[config.mk]
export PLATFORM = sky130hd
export DESIGN_NAME = pcie_up_mrd_tag_ctrl_flat
export DESIGN_NICKNAME = d
export VERILOG_FILES = /design/src/rtl/pcie_up_mrd_tag_ctrl_if.sv /design/src/rtl/pcie_up_mrd_tag_ctrl.sv /design/src/flat_wrapper.sv
export SDC_FILE = /design/constraint.sdc
export NUM_CORES = 1
export LEC_CHECK = 0
export CAP_MARGIN = 20
export CORE_ASPECT_RATIO = 0.8
export CORE_MARGIN = 2
export CORE_UTILIZATION = 32
export DETAILED_ROUTE_END_ITERATION = 10
export GPL_TIMING_DRIVEN = 0
export RECOVER_POWER = 50
export SLEW_MARGIN = 20
export SYNTH_ARGS = -nofsm -noshare
export SYNTH_HDL_FRONTEND = slang
export SYNTH_SLANG_ARGS = --single-unit
[constraint.sdc]
create_clock -name PCIE_CLK -period 6.3 [get_ports PCIE_CLK]
set_input_delay 1.89 -clock PCIE_CLK [delete_from_list [all_inputs] [get_ports PCIE_CLK]]
set_output_delay 1.89 -clock PCIE_CLK [all_outputs]
set_load 0.02 [all_outputs]
[src/rtl/pcie_up_mrd_tag_ctrl_if.sv]
// Handshake bundle between the user read engine, the MRd TLP builder and the
// reorder-buffer return path of pcie_up_mrd_tag_ctrl.
// master: the surroundings (user logic, TX builder, reorder buffer).
// slave : the tag controller itself.
interface pcie_up_mrd_tag_ctrl_if;
   logic        USR_RD_REQ;
   logic [31:0] USR_RD_ADDR;
   logic [15:0] USR_RD_LEN;
   logic        USR_RD_BUSY;
   logic        USR_RD_DONE;
   logic        MRD_REQ;
   logic        MRD_ACK;
   logic [31:0] MRD_ADDR;
   logic [7:0]  MRD_TAG;
   logic [9:0]  MRD_DWLEN;
   logic        DN_CX_EOP;
   logic [6:0]  OUTS_CNT;

   modport master (
      output USR_RD_REQ, USR_RD_ADDR, USR_RD_LEN, MRD_ACK, DN_CX_EOP,
      input  USR_RD_BUSY, USR_RD_DONE, MRD_REQ, MRD_ADDR, MRD_TAG, MRD_DWLEN, OUTS_CNT
   );

   modport slave (
      input  USR_RD_REQ, USR_RD_ADDR, USR_RD_LEN, MRD_ACK, DN_CX_EOP,
      output USR_RD_BUSY, USR_RD_DONE, MRD_REQ, MRD_ADDR, MRD_TAG, MRD_DWLEN, OUTS_CNT
   );
endinterface

[src/rtl/pcie_up_mrd_tag_ctrl.sv]
// Upstream MRd tag controller: splits a user read into 128-byte MRd requests,
// hands out reorder-buffer slots as tags and throttles on outstanding count.
module pcie_up_mrd_tag_ctrl #(
   parameter int unsigned P_MAX_OUTS = 32
) (
   input  logic                          PCIE_CLK,
   input  logic                          PCIE_RST_N,
   pcie_up_mrd_tag_ctrl_if.slave         io_bus
);

   localparam logic [6:0] LP_MAX_OUTS = 7'(P_MAX_OUTS);

   typedef enum logic [4:0] {
      StIdle = 5'b00001,
      StChek = 5'b00010,
      StIssu = 5'b00100,
      StWait = 5'b01000,
      StDone = 5'b10000
   } state_e;

   state_e      r_state;
   logic [24:0] r_addr;      // 128-byte block address, bits [31:7]
   logic [5:0]  r_tag;       // reorder-buffer slot, never cleared between commands
   logic [8:0]  r_remain;
   logic        r_mrd_req;
   logic        r_busy;
   logic        r_done;
   logic [6:0]  r_outs;

   logic [8:0]  w_blocks;
   logic        w_accept;
   logic        w_eop;
   logic        w_room;
   logic        w_unused_bits;

   assign w_blocks      = io_bus.USR_RD_LEN[15:7];
   assign w_accept      = r_mrd_req & io_bus.MRD_ACK;
   // An EOP with nothing outstanding is stale and must not underflow.
   assign w_eop         = io_bus.DN_CX_EOP & (r_outs != 7'd0);
   assign w_room        = (r_outs < LP_MAX_OUTS);
   assign w_unused_bits = ^{io_bus.USR_RD_ADDR[6:0], io_bus.USR_RD_LEN[6:0]};

   // Command sequencing FSM with registered request/busy/done outputs.
   always_ff @(posedge PCIE_CLK) begin
      if (!PCIE_RST_N) begin
         r_state   <= StIdle;
         r_addr    <= 25'd0;
         r_tag     <= 6'd0;
         r_remain  <= 9'd0;
         r_mrd_req <= 1'b0;
         r_busy    <= 1'b0;
         r_done    <= 1'b0;
      end else begin
         unique case (r_state)
            StIdle: begin
               if (io_bus.USR_RD_REQ) begin
                  r_busy <= 1'b1;
                  if (w_blocks == 9'd0) begin
                     r_done  <= 1'b1;
                     r_state <= StDone;
                  end else begin
                     r_addr   <= io_bus.USR_RD_ADDR[31:7];
                     r_remain <= w_blocks;
                     r_state  <= StChek;
                  end
               end
            end
            StChek: begin
               if (w_room) begin
                  r_mrd_req <= 1'b1;
                  r_state   <= StIssu;
               end
            end
            StIssu: begin
               if (w_accept) begin
                  r_mrd_req <= 1'b0;
                  r_addr    <= r_addr + 25'd1;
                  r_tag     <= r_tag + 6'd1;
                  r_remain  <= r_remain - 9'd1;
                  r_state   <= (r_remain == 9'd1) ? StWait : StChek;
               end
            end
            StWait: begin
               if (r_outs == 7'd0) begin
                  r_done  <= 1'b1;
                  r_state <= StDone;
               end
            end
            StDone: begin
               r_done  <= 1'b0;
               r_busy  <= 1'b0;
               r_state <= StIdle;
            end
            default: begin
               r_mrd_req <= 1'b0;
               r_busy    <= 1'b0;
               r_done    <= 1'b0;
               r_state   <= StIdle;
            end
         endcase
      end
   end

   // Outstanding-request counter: up on accept, down on a valid EOP.
   always_ff @(posedge PCIE_CLK) begin
      if (!PCIE_RST_N) begin
         r_outs <= 7'd0;
      end else if (w_accept && !w_eop) begin
         r_outs <= r_outs + 7'd1;
      end else if (!w_accept && w_eop) begin
         r_outs <= r_outs - 7'd1;
      end
   end

   assign io_bus.MRD_REQ     = r_mrd_req;
   assign io_bus.MRD_ADDR    = {r_addr, 7'd0};
   assign io_bus.MRD_TAG     = {2'b00, r_tag};
   assign io_bus.MRD_DWLEN   = 10'd32;
   assign io_bus.USR_RD_BUSY = r_busy;
   assign io_bus.USR_RD_DONE = r_done;
   assign io_bus.OUTS_CNT    = r_outs;

endmodule

[src/flat_wrapper.sv]
// flat-port wrapper written by rule: the top's interface ports become plain ports
module pcie_up_mrd_tag_ctrl_flat 
#(
   parameter int unsigned P_MAX_OUTS = 32
)
  (PCIE_CLK, PCIE_RST_N, io_bus_USR_RD_REQ, io_bus_USR_RD_ADDR, io_bus_USR_RD_LEN, io_bus_MRD_ACK, io_bus_DN_CX_EOP, io_bus_USR_RD_BUSY, io_bus_USR_RD_DONE, io_bus_MRD_REQ, io_bus_MRD_ADDR, io_bus_MRD_TAG, io_bus_MRD_DWLEN, io_bus_OUTS_CNT);
  pcie_up_mrd_tag_ctrl_if io_bus_i ();
  input  logic PCIE_CLK;
  input  logic PCIE_RST_N;
  input wire logic [$bits(io_bus_i.USR_RD_REQ)-1:0] io_bus_USR_RD_REQ;
  input wire logic [$bits(io_bus_i.USR_RD_ADDR)-1:0] io_bus_USR_RD_ADDR;
  input wire logic [$bits(io_bus_i.USR_RD_LEN)-1:0] io_bus_USR_RD_LEN;
  input wire logic [$bits(io_bus_i.MRD_ACK)-1:0] io_bus_MRD_ACK;
  input wire logic [$bits(io_bus_i.DN_CX_EOP)-1:0] io_bus_DN_CX_EOP;
  output wire logic [$bits(io_bus_i.USR_RD_BUSY)-1:0] io_bus_USR_RD_BUSY;
  output wire logic [$bits(io_bus_i.USR_RD_DONE)-1:0] io_bus_USR_RD_DONE;
  output wire logic [$bits(io_bus_i.MRD_REQ)-1:0] io_bus_MRD_REQ;
  output wire logic [$bits(io_bus_i.MRD_ADDR)-1:0] io_bus_MRD_ADDR;
  output wire logic [$bits(io_bus_i.MRD_TAG)-1:0] io_bus_MRD_TAG;
  output wire logic [$bits(io_bus_i.MRD_DWLEN)-1:0] io_bus_MRD_DWLEN;
  output wire logic [$bits(io_bus_i.OUTS_CNT)-1:0] io_bus_OUTS_CNT;
  assign io_bus_i.USR_RD_REQ = io_bus_USR_RD_REQ;
  assign io_bus_i.USR_RD_ADDR = io_bus_USR_RD_ADDR;
  assign io_bus_i.USR_RD_LEN = io_bus_USR_RD_LEN;
  assign io_bus_i.MRD_ACK = io_bus_MRD_ACK;
  assign io_bus_i.DN_CX_EOP = io_bus_DN_CX_EOP;
  assign io_bus_USR_RD_BUSY = io_bus_i.USR_RD_BUSY;
  assign io_bus_USR_RD_DONE = io_bus_i.USR_RD_DONE;
  assign io_bus_MRD_REQ = io_bus_i.MRD_REQ;
  assign io_bus_MRD_ADDR = io_bus_i.MRD_ADDR;
  assign io_bus_MRD_TAG = io_bus_i.MRD_TAG;
  assign io_bus_MRD_DWLEN = io_bus_i.MRD_DWLEN;
  assign io_bus_OUTS_CNT = io_bus_i.OUTS_CNT;
  pcie_up_mrd_tag_ctrl #(.P_MAX_OUTS(P_MAX_OUTS)) u_core (.PCIE_CLK(PCIE_CLK), .PCIE_RST_N(PCIE_RST_N), .io_bus(io_bus_i));
endmodule
* Word level (Yosys, flattened, before mapping)
Cells that the tools add are included. Widths: inputs -> output; s select.
Storage, ports and cells: bits in registers 55, input port bits 53, output and inout bits 60, word-level logic and storage cells 75
Operators by class: add/sub/neg operators 5, magnitude comparators 1, eq/ne operators 12, muxes and demuxes 26, bitwise gates (word level) 5, reduce and logical (&&, ||, !) cells 18
Operators by type and width (number):
- $mux 25 | 3
- $pmux 25 s2 | 1
- $mux 9 | 3
- $add 25x1->25 const B | 1
- $mux 5 | 5
- $pmux 5 s4 | 1
- $pmux 9 s2 | 1
- $mux 7 | 2
- $reduce_and 4->1 | 3
- $eq 9x1->1 const B | 1
- $logic_not 9->1 | 1
- $sub 9x1->9 const B | 1
- $ne 2x1->1 const B | 4
- $add 7x1->7 const B | 1
- $logic_not 7->1 | 1
- $lt 7x6->1 const B | 1
- $reduce_bool 7->1 | 1
- $sub 7x1->7 const B | 1
- $add 6x1->6 const B | 1
- $mux 1 | 6
- $pmux 1 s3 | 2
- $reduce_or 3->1 | 2
- $eq 5x1->1 const B | 1
- $eq 5x2->1 const B | 1
- 14 further kinds | 22

* Longest topological paths before layout
Gate-level depths: netlist of run 1.
word-level depth 5, mapped depth 11

* Least setup slack after synthesis of run 1
Ideal clock, no wire load.
path kind input port to flip-flop, start input io_bus_MRD_ACK, end register u_core.r_outs[4] (netlist: u_core.io_bus.OUTS_CNT[4]), arrival 3.636 ns, required time 6.230 ns, path slack 2.594 ns, cell stages on the path 10, path buffers 0, path through nand2_1 inv_1 ha_1 inv_1 ha_1 nor2b_1 o21a_1 o21a_1 or3_1 a21oi_1
On the way: cells in the longest elaborated chain, start to end 4
Ends and longest elaborated chain:
- start, declared | RTL line flat_wrapper.sv:13 | input wire logic [$bits(io_bus_i.MRD_ACK)-1:0] io_bus_MRD_ACK;
- $and 1x1->1 * | RTL line pcie_up_mrd_tag_ctrl.sv:37 | assign w_accept = r_mrd_req & io_bus.MRD_ACK;
- $logic_not 1->1 | RTL line pcie_up_mrd_tag_ctrl.sv:110 | end else if (!w_accept && w_eop) begin
- $logic_and 1x1->1 | RTL line pcie_up_mrd_tag_ctrl.sv:110
- $reduce_bool 2->1 (no source line)
- end signal, assigned | RTL line pcie_up_mrd_tag_ctrl.sv:109 | r_outs <= r_outs + 7'd1;
- end signal, assigned | RTL line pcie_up_mrd_tag_ctrl.sv:111 | r_outs <= r_outs - 7'd1;
- end, declared | RTL line pcie_up_mrd_tag_ctrl.sv:28 | logic [6:0] r_outs;
Mark *: on every way between the ends. The rest lies on a longest branch, timed or not. A chain may end at the register's enable or synchronous reset.

* Worst setup path in the final report of run 1
Ends and elaborated chain as after synthesis.

==> results of run 1 <==
-- flip-flops by register name (all words and copies together) (netlist names) --
signal / flops
u_core.io_bus.MRD_REQ: 1
u_core.io_bus.OUTS_CNT: 7
u_core.r_tag: 6
u_core.r_remain: 9
u_core.io_bus.USR_RD_BUSY: 1
u_core.r_addr: 25
u_core.io_bus.USR_RD_DONE: 1
u_core.r_state: 5
-- per-layer routing --
| metal | global-route usage | vias up |
|---|---|---|
| met2 | 0.2969 | 146 |
| met5 | 0 | - |
| met4 | 0.05128 | 0 |
| met1 | 0.2879 | 1859 |
| li1 | - | 1874 |
| met3 | 0.03271 | 11 |
-- where the power goes --
part | leakage, nW | total [mW] | internal [mW] | switching (mW)
sequential | 0.451 | 0.520 | 0.426 | 0.0937
combinational | 1.39 | 0.728 | 0.309 | 0.420
clock | 0.0772 | 0.304 | 0.170 | 0.134
-- critical path, delay by kind of cell --
| family | cells | cell delay, ns |
|---|---|---|
| adders and majority gates | 2 | 0.62 |
| AOI/OAI and AO/OA | 3 | 0.53 |
| and+or+nand+nor | 3 | 0.57 |
| buffers and inverters | 3 | 0.81 |
-- kinds of logic (layout without fill, tap and decap cells) --
| kind of cell | count (synthesis) | count (layout) | synth area share |
|---|---|---|---|
| xor+xnor | 8 | 8 | 0.01972 |
| simple gates | 178 | 178 | 0.2588 |
| fa+ha+maj | 12 | 12 | 0.04437 |
| mux | 2 | 2 | 0.005634 |
| other cells | 2 | 19 | 0.002113 |
| buf+inv | 57 | 144 | 0.08803 |
| compound gates | 147 | 147 | 0.2715 |
| flops | 55 | 55 | 0.3099 |
-- cells in the mapped netlist, types with 2 or more instances --
cell,instances,share of area
conb_1,2,0.0021
inv_1,8,0.0085
nor2_1,34,0.036
a21o_1,7,0.015
xnor2_1,3,0.0074
o32ai_1,11,0.027
o21a_1,5,0.011
xor2_1,5,0.012
or3_1,6,0.011
buf_4,19,0.040
o31ai_1,2,0.0042
o31a_1,2,0.0049
nand2b_1,3,0.0053
o21ai_0,25,0.035
a31oi_1,11,0.019
o211a_1,2,0.0056
nand2_1,46,0.049
o211ai_1,6,0.013
a311oi_1,2,0.0049
buf_6,2,0.0063
and2_1,8,0.014
nor4_1,8,0.014
nand4b_1,3,0.0074
a21oi_1,53,0.075
and4_1,3,0.0074
mux2i_1,2,0.0056
dfxtp_1,55,0.31
a211oi_1,3,0.0063
ha_1,11,0.039
and3_1,10,0.018
nand4_1,7,0.012
o221a_2,3,0.0095
clkbuf_1,16,0.017
nor3b_1,2,0.0042
buf_2,9,0.013
a41oi_1,2,0.0049
nand3_1,19,0.027
nor2b_1,4,0.0070
nor3_1,18,0.025
-- layout make-up --
| type | count | area [µm²] |
|---|---|---|
| plain buffers | 48 | 279.0 |
| well taps | 144 | 180.2 |
| repair buffers | 79 | 790.8 |
| multi-input cells | 366 | 2192 |
| clock buffers | 8 | 156.4 |
| inverters | 9 | 33.78 |
| fillers | 1106 | 6115 |
| flip-flops and latches | 55 | 1101 |
-- path summary, 6_finish.rpt --
check / endpoint / depth (start not counted)
worst min-delay path: u_core.io_bus.USR_RD_BUSY / 2
worst max-delay path: u_core.io_bus.OUTS_CNT[4] / 11
worst max register to register: u_core.io_bus.OUTS_CNT[4] / 11
worst min register to register: u_core.io_bus.USR_RD_BUSY / 2
-- stage by stage --
stage	instances	instance area, µm²	utilization	total power [mW]	worst slack [ns]
finish	709	4733	0.4363	1.552	2.101
CTS	709	4745	0.4374	1.565	2.139
detailed placement	701	4588	0.4230	1.267	1.843
floorplan	478	3617	-	0.9919	2.594
global route	709	4733	0.4363	1.649	1.923
global placement	701	4588	0.4230	1.249	1.884
==> run summary, run 1 <==
status - complete, no violations
IO Port Bufs - 79
setup tns final - 0 ns
CP required - 6.53 ns
H-tree depth - 2
commonest non-fill, non-tap cells in the layout - 55 x dfxtp_1, 53 x a21oi_1, 46 x nand2_1
max layer used - met4
Rel. slew slack - 0.3137
Synth Register Bits - 55
TritonCTS Sinks - 55
Antenna diodes - 0
Highest Clock Rate - 238.1 MHz
Syn Inst Count - 461
vias in the first global route - 3642
worst hold path class - flop to flop
CTS clk-pin slew, worst paths - 0.07 ns
post-CTS resize count - 0
largest net degree at the start of global routing - 16
pwr/cell area - 327.9 nW/µm²
actual slew at the worst max-slew pin - 1.022 ns
CTS Root Cell - clkbuf_16
DR pass1 iterations - 6
Max FO, Critical Path - 7
P&R area growth vs syn - 33.20%
Max Cap Viol - 0
post-DP HPWL - 8.707 mm
Leak - 1.921 nW
clock latency on the worst-skew pair - 0.30 ns
initial DRC count - 361
worst path arrival time - 4.43 ns
DR vias/cell - 5.487
I/O pin total - 113
All-Layer GR Usage - 0.1962
met3 routed WL - 820 µm
antenna violations before repair - 0
post-synthesis sequential area ratio - 0.3099
Critical Path Start - io_bus_MRD_ACK
die area - 11970 µm²
Syn Area/Cell - 7.708 µm²
final setup fails - 0
Netlist Area Pre-Place - 3553 µm²
Crit. End Element - flop
CP max stage delay - 0.53 ns
hold_sp - u_core.io_bus.USR_RD_BUSY
Critical Path Start Type - primary input
reg2reg start - u_core.io_bus.OUTS_CNT[3]
maximum clock path buffer count - 2
synth warn - 0
Die X - 121.8 µm
RSZ-0062 raised after global routing - false
wire per inst - 16.48 µm
DRC - 0
Die Y - 98.25 µm
core area - 10850 µm²
most common cell after layout, fill and taps aside - dfxtp_1
share of layout cells above drive strength 1 - 0.08319
clk_skew - 0.006651 ns
number of synthesized flops with an enable pin - 0
FP Rows - 34
total gr overflow - 0
total CTS buffers - 5
via count - 3890
CTS tree - done
Netlist cell types - 63
Tmin final - 4.199 ns
Routed WL - 11.68 mm
R2R Setup Slk - 3.40 ns
first-pass GRT wire length - 18.82 mm
Max VDD drop - 123.7 µV
Final Hold Viols - 0
Nets - 629
Crit Path Class - primary input to flop
met2 WL post-DR - 5.056 mm
Worst Hold Slack - 0.4773 ns
postcts setup bufs - 0
initial core utilization - 0.3276
max-slew violations - 0
top_reg_cell synth - dfxtp_1
fin crit share - 0.6666
crit path cell chain - dlygate4sd3_1 -> nand2_1 -> inv_1 -> ha_1 -> inv_1 -> ha_1 -> nor2b_1 -> o21a_1 -> o21a_1 -> or3_1 -> a21oi_1
met1 wire length - 5.680 mm
gpl congestion - 0.9017
cts hold-fix bufs - 0
Slowest cell on crit path - dlygate4sd3_1
antenna viol nets, final - 0
Synth async-reset ratio - 0
Power figures use the tool's default switching activity.
==> inputs of run 2 (changes only) <==
Clock period 6.3 ns to 3.7 ns, I/O delays scaled along.
==> results of run 2 <==
The final DEF is identical to that of run 1. Status: complete, no violations.
Among the figures that moved: setup slack after placement 1.843 ns -> 0.02336 ns; setup slack after layout 2.101 ns -> 0.2806 ns; register-to-register setup slack 3.40 ns -> 0.80 ns; total power 1.552 mW -> 2.643 mW; worst IR drop on VDD 123.7 µV -> 210.6 µV
==> inputs of run 3 (changes only) <==
Settings changed: ABC_AREA set to 1.
==> run summary, run 3 <==
most common cell after layout, fill and taps aside - nand2_1
Tmin final - 3.112 ns
post-CTS resize count - 0 (unchanged)
Die Y - 102.4 µm (+4.2%)
clk_skew - 0.007361 ns (+0.0007102 ns)
max reg flops - 25 (unchanged)
DR vias/cell - 4.831 (-12%)
I/O pin total - 113 (unchanged)
vias in the first global route - 3930 (+7.9%)
first-pass GRT wire length - 19.98 mm (+6.1%)
CTS tree - done
Post-Place Cells - 872 (+24%)
cts hold-fix bufs - 0 (unchanged)
dpl ws - 0.3511 ns
die area - 13010 µm² (+8.7%)
final worst slack - 0.5881 ns
GR Util met1 - 0.2755 (-0.01236)
Antenna diodes - 0 (unchanged)
DR pass1 iterations - 5 (-1)
Max FO, Critical Path - 6 (-1)
Rel. slew slack - 0.4206 (+0.1069)
maximum clock path buffer count - 2 (unchanged)
Final Instance Count excl. Fillers - 880 (+24%)
Synth async-reset ratio - 0 (unchanged)
IO Port Bufs - 79 (unchanged)
max-slew violations - 0 (unchanged)
DRC - 0 (unchanged)
number of synthesized flops with an enable pin - 0 (unchanged)
initial DRC count - 315 (-13%)
status - complete, no violations
Final Hold Viols - 0 (unchanged)
Netlist cell types - 37 (-41%)
actual slew at the worst max-slew pin - 0.8659 ns (-0.1557 ns)
Post-Synth Simple-Gate Area - 0.3933 (+0.1345)
largest area contributor in the netlist - dfxtp_1
commonest cells in the netlist - 190 x nand2_1, 80 x nor2_1, 57 x inv_1, 55 x dfxtp_1, 46 x a21oi_1
multiplexer share of the synthesized area - 0 (-0.005634)
gpl congestion - 0.9319 (+3.3%)
initial core utilization - 0.3327 (+0.005087)
FP Rows - 35 (+2.9%)
most numerous cell in the Yosys netlist - nand2_1
Highest Clock Rate - 321.4 MHz
fin crit share - 0.8410
total CTS buffers - 5 (unchanged)
setup tns final - 0 ns (unchanged)
largest net degree at the start of global routing - 16 (unchanged)
main combinational cell family by area after synthesis - simple AND/OR/NAND/NOR gates
worst hold path class - flop to flop
core area - 11650 µm² (+7.4%)
Max VDD drop - 333.6 µV
synth warn - 0 (unchanged)
post-synthesis xor/xnor area fraction - 0.01582 (-0.003897)
met3 Use GR - 0.03665 (+0.003939)
antenna violations before repair - 0 (unchanged)
total gr overflow - 0 (unchanged)
Max Cap Viol - 0 (unchanged)
grt peak-use layer - met2
H-tree depth - 2 (unchanged)
CTS Root Cell - clkbuf_16
clock latency on the worst-skew pair - 0.29 ns (about the same)
adder-cell area share of the yosys netlist - 0.04068 (-0.003682)
P&R area growth vs syn - 30.32%
via count - 4251 (+9.3%)
Die X - 127.0 µm (+4.3%)
commonest non-fill, non-tap cells in the layout - 190 x nand2_1, 82 x nor2_1, 57 x inv_1
Crit Path Class - primary input to flop
post-synthesis sequential area ratio - 0.2841 (-0.02571)
top_reg_cell synth - dfxtp_1
final setup fails - 0 (unchanged)
Syn Inst Count - 628 (+36%)
postcts setup bufs - 0 (unchanged)
antenna viol nets, final - 0 (unchanged)
wire per inst - 14.11 µm (-14%)
RSZ-0062 raised after global routing - false
All-Layer GR Usage - 0.1933 (-0.002943)
Synth Area in Compound Gates - 0.1337 (-0.1378)
Fillers - 1224 (+11%)
CP required - 3.89 ns
share of layout cells above drive strength 1 - 0.09153 (+0.008344)
post-route cell area - 5050 µm² (+6.7%)
largest reg by FF count - u_core.r_addr
Placed Instance Area - 4915 µm² (+7.1%)
met2 global-route usage - 0.3069 (+0.009916)
TritonCTS Sinks - 55 (unchanged)
largest cells by area after synthesis - dfxtp_1 28%, nand2_1 18%, nor2_1 7.7%
Crit. End Element - flop
Yosys top cell area share - 0.2841 (-0.02571)
CTS clk-pin slew, worst paths - 0.07 ns (about the same)
worst path arrival time - 3.30 ns
pwr/cell area - 572.9 nW/µm²
Nets - 796 (+27%)
Routed WL - 12.42 mm (+6.3%)
Leak - 2.278 nW (+19%)
post-DP HPWL - 9.435 mm (+8.4%)
Syn Area/Cell - 6.170 µm² (-20%)
Netlist Area Pre-Place - 3875 µm² (+9.0%)
Synth Register Bits - 55 (unchanged)
Critical Path Start Type - primary input
-- run 3: changes by cell type in the layout (fill, tap and decap cells not counted), sizes merged, moves of 9 or more --
| cell | delta |
|---|---|
| inv | +54 |
| o21ai | +15 |
| nor3 | -14 |
| nand2 | +147 |
| clkbuf | -9 |
| and3 | -10 |
| a31oi | -10 |
| o32ai | -11 |
| nand3 | +26 |
| nor2 | +59 |
| nor4 | -9 |
-- run 3: area by class of cell --
class                           count  area (µm²)  share of cell area
Buffer                             39       270.3             0.05352
Clock buffer                        8       156.4             0.03097
Inverter                           62       232.7             0.04609
Multi-Input combinational cell    489        2313              0.4581
Sequential cell                    55        1101              0.2180
Tap cell                          148       185.2             0.03667
Timing Repair Buffer               79       790.8              0.1566
-- run 3: worst max-delay path, cell delays in order --
cell and delay, ns:
dlygate4sd3_1 0.55, nand2_1 0.12, inv_2 0.07, ha_1 0.25
inv_1 0.21, ha_1 0.32, nand2_1 0.09, inv_1 0.06
nand4_1 0.10, nand3_1 0.10, xor2_1 0.15, o21ai_0 0.13
inv_1 0.05
-- run 3: routing by layer --
metal	share of wire	routed length [µm]
met1	0.49	6122
met2	0.44	5416
met3	0.062	775
met4	0.0082	102
met5	0	0
-- run 3: kinds of logic after synthesis --
logic type / after synthesis
buffers and inverters: 101
DFF: 55
AOI/OAI and AO/OA: 98
xor gates and xnor gates: 7
other: 2
and+or+nand+nor: 353
adders and majority gates: 12
-- run 3: where the power goes --
group / total (mW) / internal [mW] / switching, mW
registers: 0.933 / 0.740 / 0.192
clock network: 0.503 / 0.289 / 0.214
logic: 1.46 / 0.599 / 0.858
total: 2.89 / 1.63 / 1.26
-- run 3: final timing paths --
check	slack (ns)	cells past startpoint	startpoint	end
worst max-delay path	0.59	13	io_bus_MRD_ACK	u_core.io_bus.OUTS_CNT[5]
worst min-delay path	0.46	1	u_core.r_tag[5]	u_core.r_tag[5]
worst max register to register	1.40	13	u_core.io_bus.OUTS_CNT[0]	u_core.io_bus.OUTS_CNT[6]
worst min register to register	0.46	1	u_core.r_tag[5]	u_core.r_tag[5]
-- run 3: stage by stage --
step,total power [mW],hold slack [ns],utilization
final,2.893,0.4565,0.4335
after global routing,3.132,0.4816,0.4335
after CTS,2.947,0.4621,0.4353
after detailed placement,2.432,0.4462,0.4219
after global placement,2.390,0.4384,0.4219
after floorplan,1.900,0.4534,-
